<file path="src/rtl/fwd_pkg.sv">
// Shared definitions for the forwarding/hazard unit: select codes,
// control FSM states and default widths.
package fwd_pkg;

  localparam int REGBITS_DEF = 5;
  localparam int SELBITS_DEF = 2;

  // Operand source selects for the EX stage.
  localparam logic [1:0] SEL_REGBNK = 2'b00;
  localparam logic [1:0] SEL_ALU    = 2'b01;
  localparam logic [1:0] SEL_MEM    = 2'b10;
  localparam logic [1:0] SEL_WB     = 2'b11;

  // Tracker slot positions.
  localparam int SLOT_EX  = 0;
  localparam int SLOT_MEM = 1;
  localparam int SLOT_WB  = 2;

  typedef enum logic [1:0] {
    RUN   = 2'd0,
    STALL = 2'd1,
    HALT  = 2'd2
  } state_e;

endpackage

</file>
<file path="src/rtl/dest_tracker.sv">
// Three-slot (EX, MEM, WB) record of in-flight {rd, regwrite, memread}.
// Ports: clk_i/rst_i; shift_i advance; bubble_i load an empty EX entry;
// hold_i freeze all slots; rd_i/regwrite_i/memread_i ID fields;
// rd_o/rw_o/mr_o slot contents, index 0 = EX, 1 = MEM, 2 = WB.
module dest_tracker
  import fwd_pkg::*;
#(
  parameter int REGBITS = REGBITS_DEF
) (
  input  logic                    clk_i,
  input  logic                    rst_i,
  input  logic                    shift_i,
  input  logic                    bubble_i,
  input  logic                    hold_i,
  input  logic [REGBITS-1:0]      rd_i,
  input  logic                    regwrite_i,
  input  logic                    memread_i,
  output logic [2:0][REGBITS-1:0] rd_o,
  output logic [2:0]              rw_o,
  output logic [2:0]              mr_o
);

  logic [2:0][REGBITS-1:0] rd_q, rd_d;
  logic [2:0]              rw_q, rw_d;
  logic [2:0]              mr_q, mr_d;

  always_comb begin
    rd_d = rd_q;
    rw_d = rw_q;
    mr_d = mr_q;
    if (shift_i && !hold_i) begin
      rd_d[SLOT_WB]  = rd_q[SLOT_MEM];
      rw_d[SLOT_WB]  = rw_q[SLOT_MEM];
      mr_d[SLOT_WB]  = mr_q[SLOT_MEM];
      rd_d[SLOT_MEM] = rd_q[SLOT_EX];
      rw_d[SLOT_MEM] = rw_q[SLOT_EX];
      mr_d[SLOT_MEM] = mr_q[SLOT_EX];
      if (bubble_i) begin
        rd_d[SLOT_EX] = '0;
        rw_d[SLOT_EX] = 1'b0;
        mr_d[SLOT_EX] = 1'b0;
      end else begin
        rd_d[SLOT_EX] = rd_i;
        rw_d[SLOT_EX] = regwrite_i;
        mr_d[SLOT_EX] = memread_i;
      end
    end
  end

  always_ff @(posedge clk_i or posedge rst_i) begin
    if (rst_i) begin
      rd_q <= '0;
      rw_q <= '0;
      mr_q <= '0;
    end else begin
      rd_q <= rd_d;
      rw_q <= rw_d;
      mr_q <= mr_d;
    end
  end

  assign rd_o = rd_q;
  assign rw_o = rw_q;
  assign mr_o = mr_q;

endmodule

</file>
<file path="src/rtl/fwd_hazard_unit.sv">
// Operand forwarding selects and load-use stall control for a 5-stage pipe.
// Ports: i_clk, i_reset (async, high); i_id_rs/i_id_rt/i_id_rd and
// i_id_regwrite/i_id_memread from ID; i_halt debug freeze;
// o_sel_a/o_sel_b registered EX operand selects; o_stall hold + bubble.
// Build option FWD_HAZARD_FWD_EN: enables forwarding; when undefined the
// selects stay at the register bank and any pending writer stalls ID.
module fwd_hazard_unit
  import fwd_pkg::*;
#(
  parameter int REGBITS = REGBITS_DEF,
  parameter int SELBITS = SELBITS_DEF
) (
  input  logic               i_clk,
  input  logic               i_reset,
  input  logic [REGBITS-1:0] i_id_rs,
  input  logic [REGBITS-1:0] i_id_rt,
  input  logic [REGBITS-1:0] i_id_rd,
  input  logic               i_id_regwrite,
  input  logic               i_id_memread,
  input  logic               i_halt,
  output logic [SELBITS-1:0] o_sel_a,
  output logic [SELBITS-1:0] o_sel_b,
  output logic               o_stall
);

  logic [2:0][REGBITS-1:0] trk_rd;
  logic [2:0]              trk_rw;
  logic [2:0]              trk_mr;
  logic                    trk_shift;
  logic                    trk_bubble;

  state_e state_q, state_d;
  state_e saved_q, saved_d;
  logic   frz_q, frz_d;
  logic   stall_c;
  logic   hazard;

  logic [SELBITS-1:0] sel_a_q, sel_a_d;
  logic [SELBITS-1:0] sel_b_q, sel_b_d;
  logic [2:0]         hit_a, hit_b;
  logic               unused_trk;

  dest_tracker #(
    .REGBITS(REGBITS)
  ) u_trk (
    .clk_i     (i_clk),
    .rst_i     (i_reset),
    .shift_i   (trk_shift),
    .bubble_i  (trk_bubble),
    .hold_i    (i_halt),
    .rd_i      (i_id_rd),
    .regwrite_i(i_id_regwrite),
    .memread_i (i_id_memread),
    .rd_o      (trk_rd),
    .rw_o      (trk_rw),
    .mr_o      (trk_mr)
  );

  // r0 is hardwired, so a zero source never matches a slot.
  always_comb begin
    for (int k = 0; k < 3; k++) begin
      hit_a[k] = trk_rw[k] && (trk_rd[k] == i_id_rs) && (i_id_rs != '0);
      hit_b[k] = trk_rw[k] && (trk_rd[k] == i_id_rt) && (i_id_rt != '0);
    end
  end

  // Nearest producer wins.
  function automatic logic [SELBITS-1:0] pick(input logic [2:0] h);
    logic [SELBITS-1:0] s;
    s = SELBITS'(SEL_REGBNK);
    priority case (1'b1)
      h[SLOT_EX]:  s = SELBITS'(SEL_ALU);
      h[SLOT_MEM]: s = SELBITS'(SEL_MEM);
      h[SLOT_WB]:  s = SELBITS'(SEL_WB);
      default:     s = SELBITS'(SEL_REGBNK);
    endcase
    return s;
  endfunction

`ifdef FWD_HAZARD_FWD_EN
  assign hazard = trk_mr[SLOT_EX] &&
    (((trk_rd[SLOT_EX] == i_id_rs) && (i_id_rs != '0)) ||
     ((trk_rd[SLOT_EX] == i_id_rt) && (i_id_rt != '0)));
`else
  assign hazard = |{hit_a, hit_b};
`endif

  assign unused_trk = ^trk_mr;

  always_comb begin
    state_d    = state_q;
    saved_d    = saved_q;
    frz_d      = frz_q;
    stall_c    = 1'b0;
    trk_shift  = 1'b0;
    trk_bubble = 1'b0;
    unique case (state_q)
      RUN: begin
        stall_c    = hazard;
        trk_shift  = 1'b1;
        trk_bubble = hazard;
        if (hazard) state_d = STALL;
      end
      STALL: begin
        trk_shift = 1'b1;
`ifdef FWD_HAZARD_FWD_EN
        state_d = RUN;
`else
        // Keep bubbling until the writer has left WB.
        stall_c    = hazard;
        trk_bubble = hazard;
        state_d    = hazard ? STALL : RUN;
`endif
      end
      HALT: begin
        stall_c = frz_q;
        if (!i_halt) state_d = saved_q;
      end
      default: state_d = RUN;
    endcase
    // Halt beats a same-cycle hazard; the hazard is re-seen on resume.
    if (i_halt && (state_q != HALT)) begin
      state_d   = HALT;
      saved_d   = state_q;
      frz_d     = stall_c;
      trk_shift = 1'b0;
    end
  end

  always_comb begin
    sel_a_d = sel_a_q;
    sel_b_d = sel_b_q;
    if (trk_shift) begin
`ifdef FWD_HAZARD_FWD_EN
      sel_a_d = pick(hit_a);
      sel_b_d = pick(hit_b);
`else
      sel_a_d = SELBITS'(SEL_REGBNK);
      sel_b_d = SELBITS'(SEL_REGBNK);
`endif
    end
  end

  always_ff @(posedge i_clk or posedge i_reset) begin
    if (i_reset) begin
      state_q <= RUN;
      saved_q <= RUN;
      frz_q   <= 1'b0;
      sel_a_q <= '0;
      sel_b_q <= '0;
    end else begin
      state_q <= state_d;
      saved_q <= saved_d;
      frz_q   <= frz_d;
      sel_a_q <= sel_a_d;
      sel_b_q <= sel_b_d;
    end
  end

  assign o_sel_a = sel_a_q;
  assign o_sel_b = sel_b_q;
  assign o_stall = stall_c;

endmodule
</file>
<file path="config.mk">
export PLATFORM = sky130hd
export DESIGN_NAME = fwd_hazard_unit
export DESIGN_NICKNAME = d
export VERILOG_FILES = /design/src/rtl/fwd_pkg.sv /design/src/rtl/dest_tracker.sv /design/src/rtl/fwd_hazard_unit.sv
export SDC_FILE = /design/constraint.sdc
export NUM_CORES = 1
export LEC_CHECK = 0
export CORE_ASPECT_RATIO = 0.6
export CORE_MARGIN = 2
export CORE_UTILIZATION = 55
export DETAILED_ROUTE_END_ITERATION = 6
export PLACE_DENSITY = 0.86
export SYNTH_ARGS = -nofsm -noshare
export SYNTH_HDL_FRONTEND = slang
export SYNTH_SLANG_ARGS = --single-unit
</file>
<file path="constraint.sdc">
create_clock -name i_clk -period 5.5 [get_ports i_clk]
set_input_delay 0.825 -clock i_clk [delete_from_list [all_inputs] [get_ports i_clk]]
set_output_delay 0.825 -clock i_clk [all_outputs]
set_load 0.01 [all_outputs]
</file>
==> run summary, run 1 <==
===============================================================================================
Critical path depth                                                                           8
Vias per std cell                                                                          5.48
Initial core utilization                                                                  60.1%
Worst flop-to-flop path endpoint                                                   u_trk.rd_o[2]
Post-synthesis to final-layout area growth                                                18.4%
Post-Route Hold Slack                                                                  0.480 ns
Residual antenna-violating net count after detailed routing                                   0
Final Hold Fails                                                                              0
Skew final                                                                           0.00217 ns
Number of warnings issued by yosys                                                            0
Hold buffer count at cts                                                                      0
Category of the worst setup path launch point                                        input port
Rel. slew slack                                                                           19.4%
Highest clock frequency the design can meet                                           0.243 GHz
End point of the critical path                                                          o_stall
Count of flip-flops with a built-in enable after synthesis                                    0
Summed negative setup slack over all endpoints                                             0 ns
Iteration-0 DRC count of the detailed router                                                113
Net count of the finished layout                                                            196
Depth of the CTS H-tree                                                                       1
Critical path origin                                                                 i_id_rs[1]
Clock input transition at the sequential cells of the worst setup and hold paths        0.08 ns
Final design area excluding fillers                                                    1590 um2
Source of the worst register-to-register timing path                                 state_q[1]
Most common cell after layout, fill and taps aside                                 sky130_fd_sc_hd__nand2_1
Total clock buffers created by CTS                                                            3
Clock Sinks                                                                                  23
Count of final setup violators                                                                0
Final Cycle Share                                                                         74.8%
Number of port buffers                                                                       19
N_diodes                                                                                      0
Detailed placer's ending HPWL                                                           2190 um
Worst path arrival time                                                                 3.29 ns
Number of buffer and inverter stages on the critical path                                     2
Top flip-flop cell by instance count after synthesis                               sky130_fd_sc_hd__dfrtp_1
Synth cell types                                                                             27
Global route total overflow                                                                   0
Routed vias                                                                                1124
Total power density per cell area                                                    308 nW/um2
Highest-count cells in the layout ignoring fill and taps                           sky130_fd_sc_hd__nand2_1, sky130_fd_sc_hd__xnor2_1, sky130_fd_sc_hd__dfrtp_1
First-pass GRT wire length                                                              4920 um
Required time of the critical path                                                      4.68 ns
Leak pwr                                                                               0.703 nW
Area of the core region                                                                2230 um2
Library cell used as clock root buffer                                             sky130_fd_sc_hd__clkbuf_8
IR drop worst, VDD                                                                     0.190 mV
DIE WIDTH                                                                               67.7 um
Buffers inserted during post-CTS setup optimization                                           0
Hold/Removal Path Class                                                            register to register
Unrepaired setup endpoints after global routing                                           false
Routed WL                                                                               2990 um
Hold Crit Depth                                                                               2
Async S/R FF share, synth                                                                  100%
Top delay family on crit path                                                      simple AND/OR/NAND/NOR gates
Drc violations                                                                                0
Largest net degree at the start of global routing                                            24
Fraction of layout instances using a drive strength above 1                               5.71%
Number of optimization iterations in the first detailed-route pass                            4
Most used cell along the critical path                                             sky130_fd_sc_hd__clkdlybuf4s50_1
Setup slack on the worst flop-to-flop path                                              3.77 ns
Status                                                                             finished clean
Critical Setup Path Class                                                          input port to output port
Clock tree from TritonCTS                                                                  done
Post-synthesis sequential area ratio                                                      43.0%
Die height                                                                              42.2 um
FP Rows                                                                                      13
Min Tclk post-route                                                                     4.11 ns
Antenna violations before repair                                                              0
Top Ports                                                                                    25
Depth of the worst register-to-register path                                                  3
Synth Cell Area                                                                        1340 um2
Routability congestion estimate from global placement                                     0.864
Clock Latency Late Sink                                                                 0.27 ns
Standard cell area after detailed placement                                            1540 um2
Flop and latch count out of synthesis                                                        23
Kind of end point of the critical path                                              output port
Final design utilization                                                                  71.1%
Cell-by-cell listing of the critical path                                          clkdlybuf4s50_1 -> or4_4 -> nor2_4 -> nor3_1 -> nor4_4 -> a21oi_1 -> a21o_1 -> clkdlybuf4s50_1
Overall routing resource usage                                                            23.5%
MaxCap Viol Count                                                                             0
Die Outline Area                                                                       2860 um2
Worst-path fanout max                                                                         4
Wire length per cell                                                                    14.6 um
Overall power after layout                                                             0.488 mW
Vias in the first global route                                                             1042
Max-slew violation total from the final report                                                0
Transition time of the tightest slew-check pin                                          1.20 ns
Mean cell area of the mapped netlist                                                   8.58 um2
Critical Path Max Stage Delay                                                           0.60 ns
Slowest-stage cell, CP                                                             sky130_fd_sc_hd__or4_4
Number of standard cells after synthesis                                                    156
# resized after CTS                                                                           0
Number of buffers on the longest clock path                                                   2
===============================================================================================
## power breakdown
part           internal (mW)  leakage, nW  switching, mW
Combinational         0.0705        0.385         0.0642
Clock                 0.0513       0.0217         0.0571
Sequential             0.202        0.296         0.0424
## synthesized netlist by cell type, types with 3 or more instances
master / number / area [um2]
sky130_fd_sc_hd__nor2_1: 3 / 11.3
sky130_fd_sc_hd__o21ai_1: 7 / 35.0
sky130_fd_sc_hd__clkbuf_1: 3 / 11.3
sky130_fd_sc_hd__nand4_1: 4 / 25.0
sky130_fd_sc_hd__xor2_1: 4 / 35.0
sky130_fd_sc_hd__nand2_1: 56 / 210
sky130_fd_sc_hd__nor3_1: 4 / 20.0
sky130_fd_sc_hd__buf_4: 4 / 30.0
sky130_fd_sc_hd__dfrtp_1: 23 / 576
sky130_fd_sc_hd__xnor2_1: 26 / 228
## stage by stage
stage / setup slack [ns] / instances
after global placement: 1.48 / 201
after floorplan: 2.57 / 159
after detailed placement: 1.42 / 201
final: 1.39 / 205
after global routing: 1.31 / 205
after CTS: 1.40 / 205
## metal layers
metal	global-route usage, %	vias up	share of wire [%]
li1	-	538	-
met2	34.1	48	43
met4	6.12	0	1.1
met5	0	-	0
met3	4.84	4	7.0
met1	35.5	534	49
## final cells by class
class	instances	area [um2]
clock buffers	3	41.3
fillers	169	643
inverters	2	7.51
flip-flops and latches	23	576
clock inverters	1	7.51
well taps	30	37.5
repair buffers	19	190
multi-input cells	127	726
## logic make-up after synthesis
logic type	Yosys count	share of synthesized area, %
compound gates	14	6.17
xor+xnor	30	19.6
buf+inv	9	3.65
flops	23	43.0
other cells	1	0.280
simple gates	79	27.3
## sequential cells by signal, indices dropped and copies added, names as in the netlist
signal,cells
frz_q,1
saved_q,2
u_trk.rd_o,15
state_q,2
u_trk.rw_o,3
## tightest hold or removal path: cells and delay by family (launching register included)
kind / cells / cell delay [ns]
DFF: 1 / 0.35
and+or+nand+nor: 2 / 0.10
## worst min-delay path by stage
stage                 endpoint        from
floorplan           state_q[1]  saved_q[1]
global placement    state_q[1]  saved_q[1]
detailed placement  state_q[1]  saved_q[1]
CTS                 state_q[1]  saved_q[1]
global route        state_q[1]  saved_q[1]
finish              state_q[1]  saved_q[1]
Note: power is estimated with default switching activity, not from simulation.
==> run 2, diff against run 1 <==
CORE_UTILIZATION = 51   (was 55)
PLACE_DENSITY = 0.8   (was 0.86)
clock period = 4.2 ns   (was 5.5 ns; I/O delays follow)
==> run summary, run 2 (same netlist as run 1, synthesis figures left out) <==
===============================================================================================
Rel. slew slack                                                                           16.8%   -2.6 points
Critical Setup Path Class                                                          input port to output port
Depth of the CTS H-tree                                                                       1   unchanged
Transition time of the tightest slew-check pin                                          1.24 ns   +0.0394 ns
Clock Latency Late Sink                                                                 0.28 ns   about the same
Most used cell along the critical path                                             sky130_fd_sc_hd__clkdlybuf4s50_1
Worst path arrival time                                                                 3.04 ns   -0.25 ns
Final Cycle Share                                                                         87.4%
Global route total overflow                                                                   0   unchanged
Most common cell after layout, fill and taps aside                                 sky130_fd_sc_hd__nand2_1
Iteration-0 DRC count of the detailed router                                                110   -2.7%
Net count of the finished layout                                                            196   unchanged
Buffers inserted during post-CTS setup optimization                                           0   unchanged
Setup slack on the worst flop-to-flop path                                              2.42 ns   -1.35 ns
Post-Route Hold Slack                                                                  0.504 ns   +0.0237 ns
Die height                                                                              43.7 um   +3.5%
Worst-path fanout max                                                                         4   unchanged
Detailed placer's ending HPWL                                                           2260 um   +3.0%
Top Ports                                                                                    25   unchanged
Hold buffer count at cts                                                                      0   unchanged
Final design utilization                                                                  63.4%   -7.8 points
Depth of the worst register-to-register path                                                  3   unchanged
Number of buffer and inverter stages on the critical path                                     2   unchanged
Overall routing resource usage                                                            22.8%   -0.71 points
Routed WL                                                                               3040 um   +1.9%
N_diodes                                                                                      0   unchanged
Antenna violations before repair                                                              0   unchanged
Count of fill cells added during filler insertion                                           225   +33%
Vias in the first global route                                                             1020   -2.1%
Pre-CTS setup slack                                                                    0.529 ns   -0.887 ns
Final Hold Fails                                                                              0   unchanged
Status                                                                             finished clean
IR drop worst, VDD                                                                     0.226 mV   +19%
Count of final setup violators                                                                0   unchanged
Unrepaired setup endpoints after global routing                                           false
Skew final                                                                           0.00291 ns   +0.000742 ns
Routed vias                                                                                1096   -2.5%
Residual antenna-violating net count after detailed routing                                   0   unchanged
Hold Crit Depth                                                                               2   unchanged
Top delay family on crit path                                                      simple AND/OR/NAND/NOR gates
Number of port buffers                                                                       19   unchanged
Min Tclk post-route                                                                     3.67 ns
Leak pwr                                                                               0.703 nW   unchanged
FP Rows                                                                                      14   +1
MaxCap Viol Count                                                                             0   unchanged
Kind of end point of the critical path                                              output port
Number of buffers on the longest clock path                                                   2   unchanged
Category of the worst setup path launch point                                        input port
Critical Path Max Stage Delay                                                           0.58 ns   -0.02 ns
Source of the worst register-to-register timing path                                 state_q[1]
Hold/Removal Path Class                                                            register to register
Initial core utilization                                                                  53.4%   -6.6 points
Number of cells after detailed placement                                                    203   +1.0%
Routability congestion estimate from global placement                                     0.876   +1.4%
Clock tree from TritonCTS                                                                  done
Highest clock frequency the design can meet                                           0.272 GHz
Library cell used as clock root buffer                                             sky130_fd_sc_hd__clkbuf_8
Total power density per cell area                                                    406 nW/um2   +32%
Area of the core region                                                                2500 um2   +12%
First-pass GRT wire length                                                              5080 um   +3.2%
Slowest-stage cell, CP                                                             sky130_fd_sc_hd__or4_1
Fraction of layout instances using a drive strength above 1                               5.71%   unchanged
Summed negative setup slack over all endpoints                                             0 ns   unchanged
Wire length per cell                                                                    14.7 um   +0.92%
Final std cells w/o fill                                                                    207   +0.98%
Number of flip-flops in the largest register                                                 15   unchanged
Worst flop-to-flop path endpoint                                                   u_trk.rd_o[3]
Largest net degree at the start of global routing                                            24   unchanged
Start point of the worst min-delay path                                              saved_q[1]
DIE WIDTH                                                                               70.1 um   +3.6%
Die Outline Area                                                                       3060 um2   +7.2%
Cell-by-cell listing of the critical path                                          clkdlybuf4s50_1 -> or4_1 -> nor2_2 -> nor3_1 -> nor4_4 -> a21oi_1 -> a21o_1 -> clkdlybuf4s50_1
# resized after CTS                                                                           0   unchanged
Required time of the critical path                                                      3.57 ns   -1.11 ns
Clock Sinks                                                                                  23   unchanged
Vias per std cell                                                                          5.29   -3.4%
Final worst slack                                                                      0.530 ns   -0.858 ns
Highest-count cells in the layout ignoring fill and taps                           sky130_fd_sc_hd__nand2_1, sky130_fd_sc_hd__xnor2_1, sky130_fd_sc_hd__dfrtp_1
Total clock buffers created by CTS                                                            3   unchanged
Number of optimization iterations in the first detailed-route pass                            4   unchanged
Hold Crit Endpoint                                                                   state_q[1]
Clock input transition at the sequential cells of the worst setup and hold paths        0.09 ns   about the same
Post-synthesis to final-layout area growth                                                18.6%
Drc violations                                                                                0   unchanged
Max-slew violation total from the final report                                                0   unchanged
===============================================================================================
-- run 2: how the worst max path moves through the flow --
stage,end,cells after the start,slack [ns],start
after floorplan,o_stall,6,1.66,i_id_rt[1]
after global placement,o_stall,8,0.55,i_id_rt[1]
after detailed placement,o_stall,8,0.53,i_id_rt[1]
after CTS,o_stall,8,0.53,i_id_rt[1]
after global routing,o_stall,8,0.42,i_id_rt[1]
final,o_stall,8,0.53,i_id_rt[1]
-- run 2: power by group --
group	switching, mW	internal [mW]	total (mW)
sequential	0.0590	0.265	0.324
clock	0.0803	0.0675	0.148
combinational	0.0816	0.0923	0.174
total	0.221	0.424	0.645
-- run 2: metrics by stage --
| step | cell area, um2 | power, mW |
|---|---|---|
| 3_3_place_gp | 1540 | 0.489 |
| 2_1_floorplan | 1350 | 0.439 |
| 3_5_place_dp | 1540 | 0.501 |
| 4_1_cts | 1590 | 0.647 |
| 6_report | 1590 | 0.645 |
| 5_1_grt | 1590 | 0.685 |
-- run 2: layout make-up --
type / count / area (um2) / area share [%]
multi-input combinational: 127 / 726 / 45.7
sequential: 23 / 576 / 36.2
timing repair buffer: 19 / 190 / 12.0
clock buffer: 3 / 41.3 / 2.60
tap: 32 / 40.0 / 2.52
clock inverter: 1 / 7.51 / 0.473
inverter: 2 / 7.51 / 0.473
-- run 2: tightest hold or removal path: stages (launching register included) --
cell	delay, ns
sky130_fd_sc_hd__dfrtp_1	0.37
sky130_fd_sc_hd__nand2_1	0.05
sky130_fd_sc_hd__nand2_1	0.06
-- run 2: layer usage --
metal  vias up  wire [um]  global-route usage (%)
met5         -          0                       0
li1        533          -                       -
met1       522       1450                    30.4
met3         5        196                    6.05
met2        36       1350                    35.8
met4         0         47                    10.0
